**config.mk**
```make
export PLATFORM = sky130hd
export DESIGN_NAME = dmux_dispatch_ctrl
export DESIGN_NICKNAME = d
export VERILOG_FILES = /design/src/rtl/dmux_ctrl_pkg.sv /design/src/rtl/dmux_stall_timer.sv /design/src/rtl/dmux_dispatch_ctrl.sv
export SDC_FILE = /design/constraint.sdc
export NUM_CORES = 1
export LEC_CHECK = 0
export ABC_AREA = 1
export CORE_UTILIZATION = 47
export CTS_BUF_LIST = sky130_fd_sc_hd__clkbuf_4 sky130_fd_sc_hd__clkbuf_8 sky130_fd_sc_hd__clkbuf_16
export DETAILED_ROUTE_END_ITERATION = 7
export PLACE_DENSITY = 0.78
export SLEW_MARGIN = 10
export SYNTH_ARGS = -nofsm -noshare
export SYNTH_HDL_FRONTEND = slang
export SYNTH_SLANG_ARGS = --single-unit
```
**constraint.sdc**
```tcl
create_clock -name clk -period 1.6 [get_ports clk]
set_input_delay 0.32 -clock clk [delete_from_list [all_inputs] [get_ports clk]]
set_output_delay 0.32 -clock clk [all_outputs]
set_load 0.01 [all_outputs]
```
**src/rtl/dmux_ctrl_pkg.sv**
```systemverilog
// dmux_ctrl_pkg: shared states, lane constants and helpers for the dispatch controller.
package dmux_ctrl_pkg;
  typedef enum logic [1:0] {IDLE, HOLD, DROP} state_e;
  localparam int N_OUT = 4;
  localparam int SEL_W = 2;
  localparam logic MODE_DIRECTED = 1'b0;
  localparam logic MODE_RR = 1'b1;
  function automatic logic [SEL_W-1:0] next_lane(input logic [SEL_W-1:0] p);
    return p + 1'b1;
  endfunction
endpackage

```
**src/rtl/dmux_stall_timer.sv**
```systemverilog
// dmux_stall_timer: counts consecutive stalled cycles and flags expiry on the TIMEOUT-th one.
module dmux_stall_timer #(
  parameter int TIMEOUT = 15
) (
  input  logic clk,
  input  logic rst_n,
  input  logic i_clear,
  input  logic i_en,
  output logic o_expire
);
  localparam int CW = (TIMEOUT < 1) ? 1 : $clog2(TIMEOUT + 1);
  logic [CW-1:0] r_cnt;
  assign o_expire = (TIMEOUT != 0) && i_en && (int'(r_cnt) == TIMEOUT - 1);
  // expiry resets the count, so it tops out at TIMEOUT-1 and never wraps
  always_ff @(posedge clk or negedge rst_n) begin
    if (!rst_n) r_cnt <= '0;
    else if (i_clear || o_expire) r_cnt <= '0;
    else if (i_en && TIMEOUT != 0) r_cnt <= r_cnt + 1'b1;
  end
endmodule

```
**src/rtl/dmux_dispatch_ctrl.sv**
```systemverilog
// dmux_dispatch_ctrl: valid/ready 1-to-4 dispatcher with directed or round-robin lane choice
// and timeout-based dropping of items whose sink stalls.
module dmux_dispatch_ctrl
  import dmux_ctrl_pkg::*;
#(
  parameter int WIDTH   = 1,
  parameter int TIMEOUT = 15,
  parameter int CNT_W   = 8
) (
  input  logic                   clk,
  input  logic                   rst_n,
  input  logic                   i_mode,
  input  logic                   i_in_valid,
  output logic                   o_in_ready,
  input  logic [WIDTH-1:0]       i_in_data,
  input  logic [SEL_W-1:0]       i_in_sel,
  output logic [N_OUT-1:0]       o_out_valid,
  input  logic [N_OUT-1:0]       i_out_ready,
  output logic [N_OUT*WIDTH-1:0] o_out_data,
  output logic [SEL_W-1:0]       o_cur_sel,
  output logic                   o_drop_pulse,
  output logic [CNT_W-1:0]       o_drop_count
);
  state_e           r_state;
  logic [SEL_W-1:0] r_sel;
  logic [SEL_W-1:0] r_rr_ptr;
  logic [WIDTH-1:0] r_data;
  logic [CNT_W-1:0] r_drop_cnt;
  logic             w_hold;
  logic             w_xfer;
  logic             w_accept;
  logic             w_expire;
  assign w_hold   = (r_state == HOLD);
  assign w_xfer   = w_hold && i_out_ready[r_sel];
  // the only input-to-output path: a ready target lets the next item in the same cycle
  assign o_in_ready = rst_n && ((r_state == IDLE) || w_xfer);
  assign w_accept = i_in_valid && o_in_ready;
  dmux_stall_timer #(.TIMEOUT(TIMEOUT)) u_timer (
    .clk     (clk),
    .rst_n   (rst_n),
    .i_clear (!w_hold || w_xfer),
    .i_en    (w_hold && !w_xfer),
    .o_expire(w_expire)
  );
  always_ff @(posedge clk or negedge rst_n) begin
    if (!rst_n) begin
      r_state    <= IDLE;
      r_sel      <= '0;
      r_rr_ptr   <= '0;
      r_data     <= '0;
      r_drop_cnt <= '0;
    end else begin
      if (w_accept) begin
        r_data <= i_in_data;
        r_sel  <= (i_mode == MODE_RR) ? r_rr_ptr : i_in_sel;
        if (i_mode == MODE_RR) r_rr_ptr <= next_lane(r_rr_ptr);
      end
      case (r_state)
        IDLE: r_state <= i_in_valid ? HOLD : IDLE;
        HOLD: r_state <= w_xfer ? (i_in_valid ? HOLD : IDLE) : (w_expire ? DROP : HOLD);
        DROP: begin
          r_state    <= IDLE;
          r_drop_cnt <= (&r_drop_cnt) ? r_drop_cnt : r_drop_cnt + 1'b1;
        end
        default: r_state <= IDLE;
      endcase
    end
  end
  always_comb begin
    o_out_valid = '0;
    o_out_data  = '0;
    if (w_hold) begin
      o_out_valid[r_sel]                      = 1'b1;
      o_out_data[int'(r_sel)*WIDTH +: WIDTH]  = r_data;
    end
  end
  assign o_cur_sel    = w_hold ? r_sel : '0;
  assign o_drop_pulse = (r_state == DROP);
  assign o_drop_count = r_drop_cnt;
endmodule

```
==> results.rst <==
.. list-table::
   :header-rows: 1

   * - Metric
     - Value
   * - CP Max Fanout
     - 4
   * - Slew Limit Fails
     - 0
   * - Violation count after the first detailed-routing iteration
     - 15
   * - Primary flip-flop cell chosen by synthesis mapping
     - dfrtp_1
   * - Die Height
     - between 50 and 60 um
   * - Number of antenna violations at the first check in global routing
     - 0
   * - Crit share post-route
     - 116%
   * - Total power
     - 2.40 mW
   * - Clk_lat worst skew
     - approximately 0.30 ns
   * - Slew at the pin closest to its max-slew limit
     - 0.299 ns
   * - Dominant delay contributor by cell family on the critical path
     - buffers and inverters
   * - Most frequent cells after synthesis
     - nand2_1 (37), dfrtp_1 (19), nor2_1 (16)
   * - Remaining global-route overflow
     - 0
   * - Synth-to-layout area growth
     - 60.5%
   * - Count of state elements after synthesis
     - 19
   * - Final critical path time including I/O delays and setup
     - about 1.9 ns
   * - Worst slew slack as a fraction of its limit
     - between 80% and 90%
   * - Crit path setup slack, layout
     - -0.257 ns
   * - Buffering stage count on the worst path with inverters included
     - 4
   * - Count of warnings emitted by yosys
     - 0
   * - Core area
     - ~2300 sq um
   * - RePlAce Congestion
     - 0.797
   * - Final worst clock skew
     - 0.00467 ns
   * - Arrival time at the worst endpoint
     - 1.54 ns
   * - Routed vias
     - about 1.2k
   * - Launching element of the worst setup path
     - r_sel[1]
   * - Post-synth EDFFs
     - 0
   * - Fraction of registers with async set/reset
     - 100%
   * - Number of antenna-violating nets in the routed design
     - 0
   * - Final setup vio count
     - 9
   * - Largest voltage drop on the vdd net
     - roughly 0.0012 V
   * - CTS tree
     - yes
   * - Routed wirelength normalized by instance count
     - between 10 and 15 um
   * - Leakage power
     - about 0.94 nW
   * - Std cell rows
     - 17
   * - Fraction of layout instances using a drive strength above 1
     - 40.1%
   * - Synth top area share
     - about two fifths
   * - Final antenna diode count
     - 0
   * - Setup repair after global routing missed its margin
     - true
   * - Clock sinks
     - 19
   * - First-pass GRT wire length
     - roughly 4700 um
   * - Most frequent cell on the critical path
     - inv_2
   * - Largest cells by area after synthesis
     - dfrtp_1 (41%), nand2_1 (12%), ha_1 (8.7%), nor2_1 (5.2%), inv_1 (4.9%)
   * - Setup slack of the most critical reg-to-reg path
     - ~0.030 ns
   * - Crit path launch type
     - register
   * - Number of levels in the clock H-tree
     - 1
   * - Worst Path Required
     - 1.28 ns
   * - Worst min path class
     - in -> async
   * - Delay of the slowest critical-path stage
     - 0.39 ns
   * - Crit Path Category
     - reg -> out
   * - Destination of the worst register-to-register timing path
     - r_sel[1]
   * - Number of buffers created by CTS
     - 3
   * - Clock root buffer
     - clkbuf_4
   * - Total wirelength of the detailed-routed design
     - around 3200 um
   * - Post-synth net total
     - between 150 and 200
   * - Post-placement worst setup slack
     - -0.439 ns
   * - Failing checks
     - negative setup slack
   * - Count of distinct cell types in the synthesized netlist
     - 22
   * - Cell with the largest stage delay on the worst path
     - dfrtp_1
   * - Number of hold violations in the final report
     - 0
   * - Vias in the first global route
     - 1128
   * - Worst R2R Path Depth
     - 10
   * - Post-synthesis cell area
     - approximately 1100 sq um
   * - Number of nets in the layout
     - about 220
   * - Sequential-to-total area share from yosys stat
     - approximately 41%
   * - Die span in x
     - 51.4 um
   * - Total of hold buffers inserted after clock tree synthesis
     - 0
   * - Post-layout utilization of the core
     - between 80% and 90%
   * - Worst hold-check slack
     - 0.392 ns
   * - Global routing usage summed across all routing layers
     - ~24%
   * - Count of unresolved DRC violations after routing
     - 0
   * - Cell with the most instances after synthesis
     - nand2_1
   * - First-pass iteration count of the detailed router
     - 4
   * - Vias per cell
     - just over 5
   * - Number of buffers on the longest clock path
     - 2
   * - Synth Area per Inst
     - about 8 sq um
   * - Register clock-pin slew on the reported worst setup and hold paths
     - between 0.1 and 0.15 ns
   * - Die Outline Area
     - 2650 sq um
   * - Max Clock Freq
     - about 540 MHz
   * - Type of destination of the critical path
     - output pin
   * - Post-synthesis instance total
     - 140
   * - Series of cell instances along the critical path
     - inv_2, ha_4, inv_2, nand3_2, buf_4, nor2_1, buf_2
   * - Worst R2R Start
     - r_sel[1]
   * - HPWL reported at the end of detailed placement
     - 1960 um
   * - Pwr/cell area
     - ~1300 nW/um^2
   * - Largest net degree at the start of global routing
     - 26
   * - Fillers
     - 153
   * - Total instance count after detailed placement
     - 212
   * - Count of placed standard cells in the final layout, fillers left out
     - 230
   * - Top cell type by total area after synthesis
     - dfrtp_1
   * - Boundary pin count
     - 31
   * - Number of buffers inserted by port buffering
     - 30
   * - Status
     - finished, violations left
   * - Effective utilization at floorplan
     - about half
   * - Max-cap violation count
     - 0
cell type report:
cell class | count | area [sq um] | share of cell area (%)
well taps | 28 | 35.0 | 1.90
clock buffers | 4 | 30.0 | 1.63
flip-flops and latches | 19 | 475 | 25.8
multi-input cells | 103 | 733 | 39.8
repair buffers | 58 | 497 | 27.0
inverters | 18 | 72.6 | 3.94
cell families after synthesis:
| kind of cell | after synthesis | share of synthesized area (%) |
|---|---|---|
| flip-flops | 19 | 41.4 |
| AO/OA/AOI/OAI | 3 | 2.51 |
| multiplexers | 2 | 1.96 |
| XOR/XNOR | 9 | 6.86 |
| buffers and inverters | 18 | 5.88 |
| AND/OR/NAND/NOR | 81 | 32.7 |
| adder cells (fa/ha/maj) | 8 | 8.71 |
per-stage QoR:
step	cell area, sq um	setup TNS [ns]
detailed placement	1600	-2.72
global route	1840	-2.19
finish	1840	-1.42
CTS	1720	-1.15
global placement	1600	-2.23
floorplan	1150	0
worst reg2reg max path: stages (launching register included):
cell	delay [ns]
dfrtp_1	0.39
inv_2	0.09
buf_4	0.14
buf_4	0.13
nand3_2	0.07
nand2_2	0.06
buf_6	0.12
a21oi_4	0.23
nand2_2	0.10
nand2_1	0.08
nand2_1	0.05
timing repair:
action,4_1_cts,5_1_grt
resized for setup,65,23
hold endpoints to repair,0,0
gates cloned,0,0
pin swaps,6,9
setup buffers,9,6
endpoints found under the setup margin,19,19
registers in the layout, summed over array words and instances (netlist names):
name / cells
r_data: 1
u_timer.r_cnt: 4
r_sel: 2
r_rr_ptr: 2
r_state: 2
o_drop_count: 8
where the power goes:
part / switching (mW) / leakage [nW] / total, mW / internal (mW)
sequential: 0.0904 / 0.254 / 0.663 / 0.572
clock: 0.153 / 0.0184 / 0.268 / 0.114
combinational: 0.783 / 0.670 / 1.47 / 0.687
total: 1.03 / 0.943 / 2.40 / 1.37
metal layers:
layer	routed length, um	vias to the layer above	global-route usage, %
met5	0	-	0
met4	31	0	9.46
met3	119	4	1.79
met2	1660	33	47.8
met1	1360	555	26.8
li1	-	565	-
layout by cell type, fill, tap and decap left out, types with 6 or more instances in the layout:
cell,synthesis,layout
buf_4,0,22
nand3_2,2,7
nor2_1,16,13
nand3_1,11,6
inv_1,15,9
nand2_1,37,35
buf_2,0,10
inv_2,3,8
clkdlybuf4s50_1,0,15
buf_6,0,6
dfrtp_1,19,19
how the worst max path moves through the flow:
stage | end | slack [ns] | cells after the start
after global placement | o_in_ready | -0.44 | 5
after detailed placement | o_in_ready | -0.44 | 5
final | o_out_data[1] | -0.26 | 7
after CTS | o_out_data[3] | -0.21 | 6
after global routing | o_out_data[1] | -0.30 | 7
after floorplan | o_out_data[3] | 0.05 | 3
(Power assumes the default switching activity.)
